--- config.mk ---
export PLATFORM = sky130hd
export DESIGN_NAME = flash_reader
export DESIGN_NICKNAME = d
export VERILOG_FILES = /design/src/rtl/flash_pkg.sv /design/src/rtl/flash_shift.sv /design/src/rtl/flash_reader.sv
export SDC_FILE = /design/constraint.sdc
export NUM_CORES = 1
export LEC_CHECK = 0
export ABC_CLOCK_PERIOD_IN_PS = 2100
export CORE_MARGIN = 5
export CORE_UTILIZATION = 30
export CTS_BUF_LIST = sky130_fd_sc_hd__clkbuf_8
export DETAILED_ROUTE_END_ITERATION = 12
export PLACE_DENSITY = 0.54
export SYNTH_ARGS = -nofsm -noshare
export SYNTH_HDL_FRONTEND = slang
export SYNTH_SLANG_ARGS = --single-unit
export TNS_END_PERCENT = 50
--- constraint.sdc ---
create_clock -name clk -period 2.1 [get_ports clk]
set_clock_uncertainty 0.15 [all_clocks]
set_input_delay 0.525 -clock clk [delete_from_list [all_inputs] [get_ports clk]]
set_output_delay 0.525 -clock clk [all_outputs]
set_load 0.02 [all_outputs]
--- src/rtl/flash_pkg.sv ---
// Shared types and constants for the SPI flash read path.
package flash_pkg;

  typedef enum logic [2:0] {
    StWakeCmd,
    StWakeWait,
    StIdle,
    StCmd,
    StAddr,
    StData,
    StDone
  } state_e;

  localparam logic [7:0] CMD_READ = 8'h03;
  localparam logic [7:0] CMD_WAKE = 8'hAB;

  // Flash returns bytes in address order; the first byte lands in the low lane.
  function automatic logic [31:0] bswap32(input logic [31:0] w);
    return {w[7:0], w[15:8], w[23:16], w[31:24]};
  endfunction

endpackage

--- src/rtl/flash_shift.sv ---
// SPI mode-0 bit engine: SCLK generation plus MSB-first MOSI/MISO shift registers.
module flash_shift #(
  parameter int unsigned Div = 1
) (
  input  logic        clk_i,
  input  logic        rst_ni,
  input  logic        load_i,
  input  logic [5:0]  len_i,
  input  logic [31:0] data_i,
  input  logic        miso_i,
  output logic        sclk_o,
  output logic        mosi_o,
  output logic [31:0] rx_o,
  output logic        bit_done_o,
  output logic        last_o
);

  localparam int unsigned HalfW = $clog2(Div + 1);
  localparam logic [HalfW-1:0] HalfLast = HalfW'(Div - 1);

  logic              active_q, active_d;
  logic              sclk_q, sclk_d;
  logic [HalfW-1:0]  hcnt_q, hcnt_d;
  logic [5:0]        bit_q, bit_d;
  logic [5:0]        len_q, len_d;
  logic [31:0]       tx_q, tx_d;
  logic [31:0]       rx_q, rx_d;
  logic              half_end;

  assign half_end   = active_q && (hcnt_q == HalfLast);
  assign bit_done_o = half_end && sclk_q;
  assign last_o     = (bit_q == len_q);
  assign sclk_o     = sclk_q;
  assign mosi_o     = tx_q[31];
  assign rx_o       = rx_q;

  always_comb begin
    active_d = active_q;
    sclk_d   = sclk_q;
    hcnt_d   = hcnt_q;
    bit_d    = bit_q;
    len_d    = len_q;
    tx_d     = tx_q;
    rx_d     = rx_q;
    if (half_end) begin
      hcnt_d = '0;
      if (!sclk_q) begin
        // Rising SCLK edge: sample MISO.
        sclk_d = 1'b1;
        rx_d   = {rx_q[30:0], miso_i};
      end else begin
        // Falling SCLK edge: present the next MOSI bit.
        sclk_d = 1'b0;
        tx_d   = {tx_q[30:0], 1'b0};
        bit_d  = bit_q + 6'd1;
        if (last_o) active_d = 1'b0;
      end
    end else if (active_q) begin
      hcnt_d = hcnt_q + 1'b1;
    end
    // A load on the final bit_done chains segments with no gap in SCLK.
    if (load_i) begin
      active_d = 1'b1;
      sclk_d   = 1'b0;
      hcnt_d   = '0;
      bit_d    = '0;
      len_d    = len_i;
      tx_d     = data_i;
    end
  end

  always_ff @(posedge clk_i or negedge rst_ni) begin
    if (!rst_ni) begin
      active_q <= 1'b0;
      sclk_q   <= 1'b0;
      hcnt_q   <= '0;
      bit_q    <= '0;
      len_q    <= '0;
      tx_q     <= '0;
      rx_q     <= '0;
    end else begin
      active_q <= active_d;
      sclk_q   <= sclk_d;
      hcnt_q   <= hcnt_d;
      bit_q    <= bit_d;
      len_q    <= len_d;
      tx_q     <= tx_d;
      rx_q     <= rx_d;
    end
  end

endmodule

--- src/rtl/flash_reader.sv ---
// Memory-bus responder: wakes the SPI flash after reset, then serves each 32-bit read
// with a single-I/O READ (0x03) transaction.
module flash_reader
  import flash_pkg::*;
#(
  parameter int unsigned DIV         = 1,
  parameter int unsigned CSN_HIGH    = 4,
  parameter int unsigned WAKE_CYCLES = 48
) (
  input  logic        clk,
  input  logic        reset_n,
  input  logic        valid_in,
  input  logic [31:0] address_in,
  output logic        ready_out,
  output logic [31:0] read_value_out,
  output logic        flash_clk,
  output logic        flash_csn,
  output logic        flash_io0_out,
  output logic        flash_io0_en,
  input  logic        flash_io1_in
);

  localparam int unsigned GapW  = $clog2(CSN_HIGH + 1);
  localparam int unsigned WaitW = $clog2(WAKE_CYCLES + 1);
  localparam logic [GapW-1:0]  GapMax   = GapW'(CSN_HIGH);
  localparam logic [WaitW-1:0] WaitLast = WaitW'(WAKE_CYCLES - 1);

  state_e            state_q, state_d;
  logic              csn_q, csn_d;
  logic              ready_q, ready_d;
  logic [31:0]       rdata_q, rdata_d;
  logic [23:0]       addr_q, addr_d;
  logic [GapW-1:0]   gap_q, gap_d;
  logic [WaitW-1:0]  wait_q, wait_d;

  logic        sh_load;
  logic [5:0]  sh_len;
  logic [31:0] sh_data;
  logic [31:0] sh_rx;
  logic        bit_done;
  logic        last_bit;
  logic        seg_end;
  logic        unused_addr;

  assign unused_addr = ^{address_in[31:24], address_in[1:0]};
  assign seg_end     = bit_done && last_bit;

  flash_shift #(
    .Div(DIV)
  ) u_shift (
    .clk_i     (clk),
    .rst_ni    (reset_n),
    .load_i    (sh_load),
    .len_i     (sh_len),
    .data_i    (sh_data),
    .miso_i    (flash_io1_in),
    .sclk_o    (flash_clk),
    .mosi_o    (flash_io0_out),
    .rx_o      (sh_rx),
    .bit_done_o(bit_done),
    .last_o    (last_bit)
  );

  always_comb begin
    state_d = state_q;
    csn_d   = csn_q;
    ready_d = 1'b0;
    rdata_d = rdata_q;
    addr_d  = addr_q;
    wait_d  = wait_q;
    // Counts CS-high cycles, saturating at the required gap.
    gap_d   = (csn_q && (gap_q != GapMax)) ? gap_q + 1'b1 : gap_q;
    sh_load = 1'b0;
    sh_len  = '0;
    sh_data = '0;
    case (state_q)
      StWakeCmd: begin
        if (csn_q) begin
          sh_load = 1'b1;
          sh_len  = 6'd7;
          sh_data = {CMD_WAKE, 24'h0};
          csn_d   = 1'b0;
        end else if (seg_end) begin
          csn_d   = 1'b1;
          gap_d   = '0;
          wait_d  = '0;
          state_d = StWakeWait;
        end
      end
      StWakeWait: begin
        if (wait_q == WaitLast) state_d = StIdle;
        else                    wait_d  = wait_q + 1'b1;
      end
      StIdle: begin
        if (valid_in && (gap_q == GapMax)) begin
          addr_d  = {address_in[23:2], 2'b00};
          sh_load = 1'b1;
          sh_len  = 6'd7;
          sh_data = {CMD_READ, 24'h0};
          csn_d   = 1'b0;
          state_d = StCmd;
        end
      end
      StCmd: begin
        if (seg_end) begin
          sh_load = 1'b1;
          sh_len  = 6'd23;
          sh_data = {addr_q, 8'h00};
          state_d = StAddr;
        end
      end
      StAddr: begin
        if (seg_end) begin
          sh_load = 1'b1;
          sh_len  = 6'd31;
          state_d = StData;
        end
      end
      StData: begin
        if (seg_end) begin
          csn_d   = 1'b1;
          ready_d = 1'b1;
          rdata_d = bswap32(sh_rx);
          gap_d   = '0;
          state_d = StDone;
        end
      end
      StDone:  state_d = StIdle;
      default: state_d = StWakeCmd;
    endcase
  end

  always_ff @(posedge clk or negedge reset_n) begin
    if (!reset_n) begin
      state_q <= StWakeCmd;
      csn_q   <= 1'b1;
      ready_q <= 1'b0;
      rdata_q <= '0;
      addr_q  <= '0;
      gap_q   <= '0;
      wait_q  <= '0;
    end else begin
      state_q <= state_d;
      csn_q   <= csn_d;
      ready_q <= ready_d;
      rdata_q <= rdata_d;
      addr_q  <= addr_d;
      gap_q   <= gap_d;
      wait_q  <= wait_d;
    end
  end

  assign flash_csn      = csn_q;
  assign ready_out      = ready_q;
  assign read_value_out = rdata_q;
  assign flash_io0_en   = 1'b1;

endmodule

==> results.md, run 1 <==
* # port buffers at 61
* Crit path max fanout at 5
* Via count at 3878
* Share of layout cells above drive strength 1 at about a third
* Drt drc at 0
* CP Launch Type: flip-flop
* Pwr dens at 620 nW/um^2
* RSZ-0062 raised after global routing: true
* Worst-path cell chain: and4_4, o2111ai_4, buf_6, a21boi_4, o211ai_1, mux2_2
* First-pass GRT wire length at 20400 um
* Register area at 3360 sq um
* Antenna cells at 0
* Setup WS pre-CTS at -0.257 ns
* Post-route non-filler standard cell count at 836
* Critical path depth at 6
* CORE AREA at around 19000 sq um
* Routability cong. at 0.808
* Clk pin slew, worst setup/hold paths at ~0.08 ns
* Max-cap violations at 0
* IO Count at 73
* Syn avg cell area at between 10 and 15 sq um
* Clock buffer depth at 2
* Clock Tree Root: clkbuf_8
* Multi-input gate area at 2460 sq um
* Drt first pass iters at 4
* Peak Freq at 0.486 GHz
* Final hold vios at 0
* Placed insts at 800
* DP Area at slightly above 7000 sq um
* CTS Sinks at 134
* Crit path capture type: flip-flop
* Vias in the first global route at around 4300
* Htree depth at 4
* Min Tclk post-route at roughly 2 ns
* Ys async rst share at 100%
* Post-synth top flop: dfrtp_1
* Die height at 151 um
* Critical path arrival at 2.21 ns
* Yosys warnings at 0
* Initial drt markers at 127
* Die X-Extent at 151 um
* Die Area at 22700 sq um
* CTS tree: yes
* Netlist cell types at 54
* Post-Syn Nets at 509
* TritonCTS buffer count at 17
* Status: finished, final reports clean
* Hpwl dp at 8260 um
* Layout area overhead at 27.1%
* Synth Instances at between 400 and 500
* Top-area cell type share of the netlist area at 56.2%
* Synth area leader: dfrtp_1
* Maximum VDD drop at 0.382 mV
* Start point of the critical path: u_shift.bit_q[1]$_DFFE_PN0P_
* Flops & latches, synth at 134
* Initial Util at just over 30%
* Design Area, Final at 7530 sq um
* Vias/cell at roughly 4.6
* Cell area after synthesis at 5920 sq um
* Worst skew pair latency at 0.43 ns
* Sum of buffers and inverters on the critical path at 1
* DRT antenna net count at 0
* Post-synth EDFFs at 0
* R2r worst-path depth at 6
* Total gr overflow at 0
* WL/cell at 14.3 um
* LEAKAGE at 3.74 nW
* Crit Path Category: flip-flop to flip-flop
* GRT Overall Usage at between 10 and 15%
* PnR worst setup slack at 0.0416 ns
* Min-delay worst type: input port to async pin
* Final nets at 604
* Delay-heaviest family, CP: compound AO/OA/AOI/OAI gates
* Largest net degree at the start of global routing at 69
* Part of the Yosys area used for sequential elements at 56.6%
* Crit-path max cell delay at 0.46 ns
* Filler cell count at 1922
* Total Wirelength at 12000 um
* Slowest cell on crit path: dfrtp_1
* Final setup fails at 0
* Max-slew violations at 0
* Required @ worst endpoint at 2.25 ns
* Reg-to-reg startpoint: u_shift.bit_q[1]$_DFFE_PN0P_
* Rows at 51
* Hold_ws at 0.325 ns
* Fin crit share at 98.0%
* Antenna violations before repair at 0
* Largest cells by area after synthesis: dfrtp_1 (56%), mux2_2 (16%), mux2i_1 (3.4%), nand3_1 (2.2%), o21ai_0 (2.2%)
* Setup slack, reg-to-reg at 0.04 ns
state kept, by name, indices dropped and copies added, names as in the netlist:
name / count
addr_q: 22
u_shift.sclk_o: 1
ready_out: 1
u_shift.len_q: 3
u_shift.active_q: 1
flash_csn: 1
u_shift.tx_q: 22
u_shift.hcnt_q: 1
state_q: 3
u_shift.rx_o: 32
gap_q: 3
u_shift.bit_q: 6
read_value_out: 32
wait_q: 6
what timing repair did:
item                                    in CTS  in global routing
setup buffers                                4                  1
resized for setup                           31                 31
endpoints found under the setup margin      29                 74
hold buffers                                 1                  0
endpoints found under the hold margin       41                  0
pin swaps                                    4                  5
cell usage after synthesis (2+ instances only):
library cell  number
a31oi_1            3
buf_4              3
o21ai_0           26
and2_1             4
a2bb2oi_1          2
nor2b_1            3
ha_1               8
nand2_1           20
or2_2              2
and3_1             3
inv_1              9
mux2_2            86
clkbuf_1           3
and4b_1            2
a21o_1             2
nor3_1             2
xnor2_1            5
dfrtp_1          133
or3_1              2
nand2b_1           5
xor2_1             4
buf_2             11
a21oi_1           20
buf_6              5
nor2_1            22
nand4_1            5
mux2i_1           20
a211oi_1           4
nand3_1           26
metrics by stage:
step	TNS (ns)	util, %	power, mW
after detailed placement	-8.87	36.3	2.77
final	0	38.7	4.67
after floorplan	0	-	2.65
after CTS	-0.00128	38.2	4.76
after global routing	-0.321	38.7	4.87
after global placement	-7.63	36.3	2.77
path summary, 6_finish.rpt:
path | endpoint
min reg2reg | read_value_out[28]$_DFFE_PN0P_
max in group asynchronous | flash_csn$_DFFE_PN1P_
min in group clk | read_value_out[28]$_DFFE_PN0P_
min | read_value_out[30]$_DFFE_PN0P_
max reg2reg | state_q[1]$_DFFE_PN0P_
max | state_q[1]$_DFFE_PN0P_
metal layers:
metal | wire length, um | vias up | GRT usage (%)
li1 | - | 1848 | -
met1 | 5390 | 1945 | 14.0
met2 | 5900 | 76 | 19.0
met3 | 579 | 9 | 3.22
met4 | 107 | 0 | 3.29
met5 | 0 | - | 0
placed cells by master (no fill, tap or decap), types with 3 or more instances in the layout:
cell type / netlist / layout
dfrtp_1: 133 / 132
mux2_2: 86 / 86
dlygate4sd2_1: 0 / 27
buf_4: 3 / 26
nand3_1: 26 / 24
clkdlybuf4s50_1: 0 / 24
o21ai_0: 26 / 21
a21oi_1: 20 / 20
nand2_1: 20 / 20
mux2i_1: 20 / 20
clkbuf_8: 0 / 20
nor2_1: 22 / 18
inv_1: 9 / 11
dlymetal6s2s_1: 0 / 8
buf_12: 0 / 8
nand2b_1: 5 / 5
nand4_1: 5 / 5
ha_1: 8 / 5
xnor2_1: 5 / 4
nor2_2: 0 / 4
o21ai_1: 0 / 4
xor2_1: 4 / 4
clkinv_2: 0 / 4
buf_6: 5 / 4
and3_1: 3 / 3
nor2b_1: 3 / 3
a31oi_1: 3 / 3
and2_1: 4 / 3
a211oi_1: 4 / 3
power by group:
group	internal, mW	total [mW]	switching (mW)
logic	0.0582	0.120	0.0620
registers	2.59	2.59	0.00616
clock network	1.00	1.95	0.951
kinds of logic (layout without fill, tap and decap cells):
group                    count (synthesis)  after routing  share of synthesized area, %
XOR/XNOR                                 9              9                          1.33
flip-flops                             134            134                          56.6
AO/OA/AOI/OAI                           71             71                          8.03
other                                    1              1                        0.0633
adder cells (fa/ha/maj)                  8              8                          1.69
AND/OR/NAND/NOR                        103            103                          9.23
multiplexers                           107            107                          19.9
buffers and inverters                   32            138                          3.10
area by class of cell:
class,count,area share (%)
tap,265,4.41
sequential,134,44.6
timing repair buffer,99,13.2
clock buffer,20,3.66
multi-input combinational,299,32.6
clock inverter,10,1.08
inverter,9,0.449
Note: power is estimated with default switching activity, not from simulation.
==> inputs of run 2 (changes only) <==
CAP_MARGIN = 20   (was default)
MAX_ROUTING_LAYER = met4   (was default)
==> run 2 against run 1 <==
Net effect:
- global-route usage increased by 0.34 points
- sequential power about the same
- routed wire length increased by 0.11%
- non-clock buffer count unchanged
- flip-flop and latch count unchanged
- worst hold slack got worse by 0.0013 ns
- first-iteration DRC count increased by 0.79%
- core utilization unchanged
- maximum frequency increased by 0.46%
- largest cell class unchanged
==> results.md, run 2 (synthesis gave the netlist of run 1 again) <==
* Peak Freq at 0.488 GHz (+0.46%)
* Clk pin slew, worst setup/hold paths at 0.08 ns (about the same)
* Rows at 51 (unchanged)
* Register area at 3360 sq um (unchanged)
* Status: finished, final reports clean
* Final setup fails at 0 (unchanged)
* Layout area overhead at 27.1% (unchanged)
* Initial Util at 30.4% (unchanged)
* Multi-input gate area at 2460 sq um (unchanged)
* Die Area at 22700 sq um (unchanged)
* First-pass GRT wire length at 20500 um (+0.10%)
* Fin crit share at 97.6% (-0.45 points)
* Filler cell count at 1922 (unchanged)
* Critical path arrival at 2.20 ns (about the same)
* Die height at 151 um (unchanged)
* Commonest non-fill, non-tap cell in the layout: dfrtp_1
* Worst skew pair latency at 0.43 ns (about the same)
* Routability cong. at 0.820 (+1.5%)
* Min Tclk post-route at 2.05 ns (-0.00939 ns)
* WL/cell at 14.3 um (+0.11%)
* Post-layout util at 38.7% (unchanged)
* GRT Overall Usage at 11.6% (+0.34 points)
* Total Wirelength at 12000 um (+0.11%)
* Antenna cells at 0 (unchanged)
* Crit Path Category: flip-flop to flip-flop
* Post-route non-filler standard cell count at 836 (unchanged)
* Vias/cell at 4.65 (+0.15%)
* PnR worst setup slack at 0.0510 ns (+0.00939 ns)
* Share of layout cells above drive strength 1 at 31.3% (unchanged)
* CTS tree: yes
* Hpwl dp at 8260 um (unchanged)
* Max-slew violations at 0 (unchanged)
* Drt drc at 0 (unchanged)
* Max-cap violations at 0 (unchanged)
* CTS Sinks at 134 (unchanged)
* Drt first pass iters at 4 (unchanged)
* Via count at 3884 (+0.15%)
* Required @ worst endpoint at 2.25 ns (about the same)
* Placed insts at 800 (unchanged)
* TritonCTS buffer count at 17 (unchanged)
* Total gr overflow at 0 (unchanged)
* IO Count at 73 (unchanged)
* Initial drt markers at 128 (+0.79%)
* Final nets at 604 (unchanged)
* Crit path max fanout at 5 (unchanged)
* Vias in the first global route at 4249 (-0.23%)
* LEAKAGE at 3.74 nW (unchanged)
* Crit path capture type: flip-flop
* Largest net degree at the start of global routing at 69 (unchanged)
* CORE AREA at 19500 sq um (unchanged)
* CP Launch Type: flip-flop
* DRT antenna net count at 0 (unchanged)
* Die X-Extent at 151 um (unchanged)
* Setup WS pre-CTS at -0.257 ns (unchanged)
* Clock buffer depth at 2 (unchanged)
* # port buffers at 61 (unchanged)
* Min-delay worst type: input port to async pin
* RSZ-0062 raised after global routing: true
* Pwr dens at 620 nW/um^2 (about the same)
* Antenna violations before repair at 0 (unchanged)
* Htree depth at 4 (unchanged)
* Commonest cells after routing, fill and taps aside: dfrtp_1 (132), mux2_2 (86), dlygate4sd2_1 (27), buf_4 (26)
* Maximum VDD drop at 0.385 mV (+0.77%)
* Final hold vios at 0 (unchanged)
* Clock Tree Root: clkbuf_8
## run 2: worst max-delay path: stages, from the launching register on
cell	delay, ns
dfrtp_1	0.46
and4_4	0.22
o2111ai_4	0.30
buf_6	0.17
a21boi_4	0.06
o211ai_1	0.21
mux2_2	0.36
## run 2: path summary, 6_finish.rpt
kind                       slack [ns]                        endpoint                      startpoint  cells after the start
setup / recovery                 0.05          state_q[1]$_DFFE_PN0P_    u_shift.bit_q[1]$_DFFE_PN0P_                      6
hold / removal                   0.32  read_value_out[30]$_DFFE_PN0P_                         reset_n                      2
setup reg to reg                 0.05          state_q[1]$_DFFE_PN0P_    u_shift.bit_q[1]$_DFFE_PN0P_                      6
hold reg to reg                  0.34  read_value_out[28]$_DFFE_PN0P_  read_value_out[28]$_DFFE_PN0P_                      1
max in group asynchronous        0.89    u_shift.tx_q[21]$_DFFE_PN0P_                         reset_n                      3
min in group clk                 0.34  read_value_out[28]$_DFFE_PN0P_  read_value_out[28]$_DFFE_PN0P_                      1
## run 2: what timing repair did
item	in CTS	in global routing
gates resized for setup	31	31
setup buffers	4	1
hold buffers	1	0
endpoints found under the hold margin	41	0
pin swaps	4	5
setup endpoints to repair	29	74
## run 2: cell type report
class                      count  area share, %
clock buffer                  20           3.66
timing repair buffer          99           13.2
inverter                       9          0.449
clock inverter                10           1.08
tap                          265           4.41
multi-input combinational    299           32.6
sequential                   134           44.6
## run 2: stage by stage
| stage | hold WS (ns) | TNS [ns] | instance area [sq um] | total power, mW |
|---|---|---|---|---|
| 2_1_floorplan | 0.0794 | 0 | 5920 | 2.65 |
| 3_3_place_gp | 0.206 | -7.63 | 7060 | 2.77 |
| 3_5_place_dp | 0.208 | -8.87 | 7060 | 2.77 |
| 4_1_cts | 0.290 | -0.00128 | 7430 | 4.76 |
| 5_1_grt | 0.301 | -0.321 | 7530 | 4.87 |
| 6_report | 0.324 | 0 | 7530 | 4.67 |
## run 2: power breakdown
| group | leakage (nW) | internal [mW] | switching (mW) |
|---|---|---|---|
| Clock | 0.189 | 1.00 | 0.952 |
| Sequential | 1.82 | 2.59 | 0.00624 |
| Combinational | 1.73 | 0.0582 | 0.0622 |
## run 2: metal layers
metal  part of all wire (%)  global-route usage [%]
met5                      0                       -
met4                   0.83                    3.29
met3                    4.9                    3.10
met2                     49                    18.9
met1                     45                    14.1
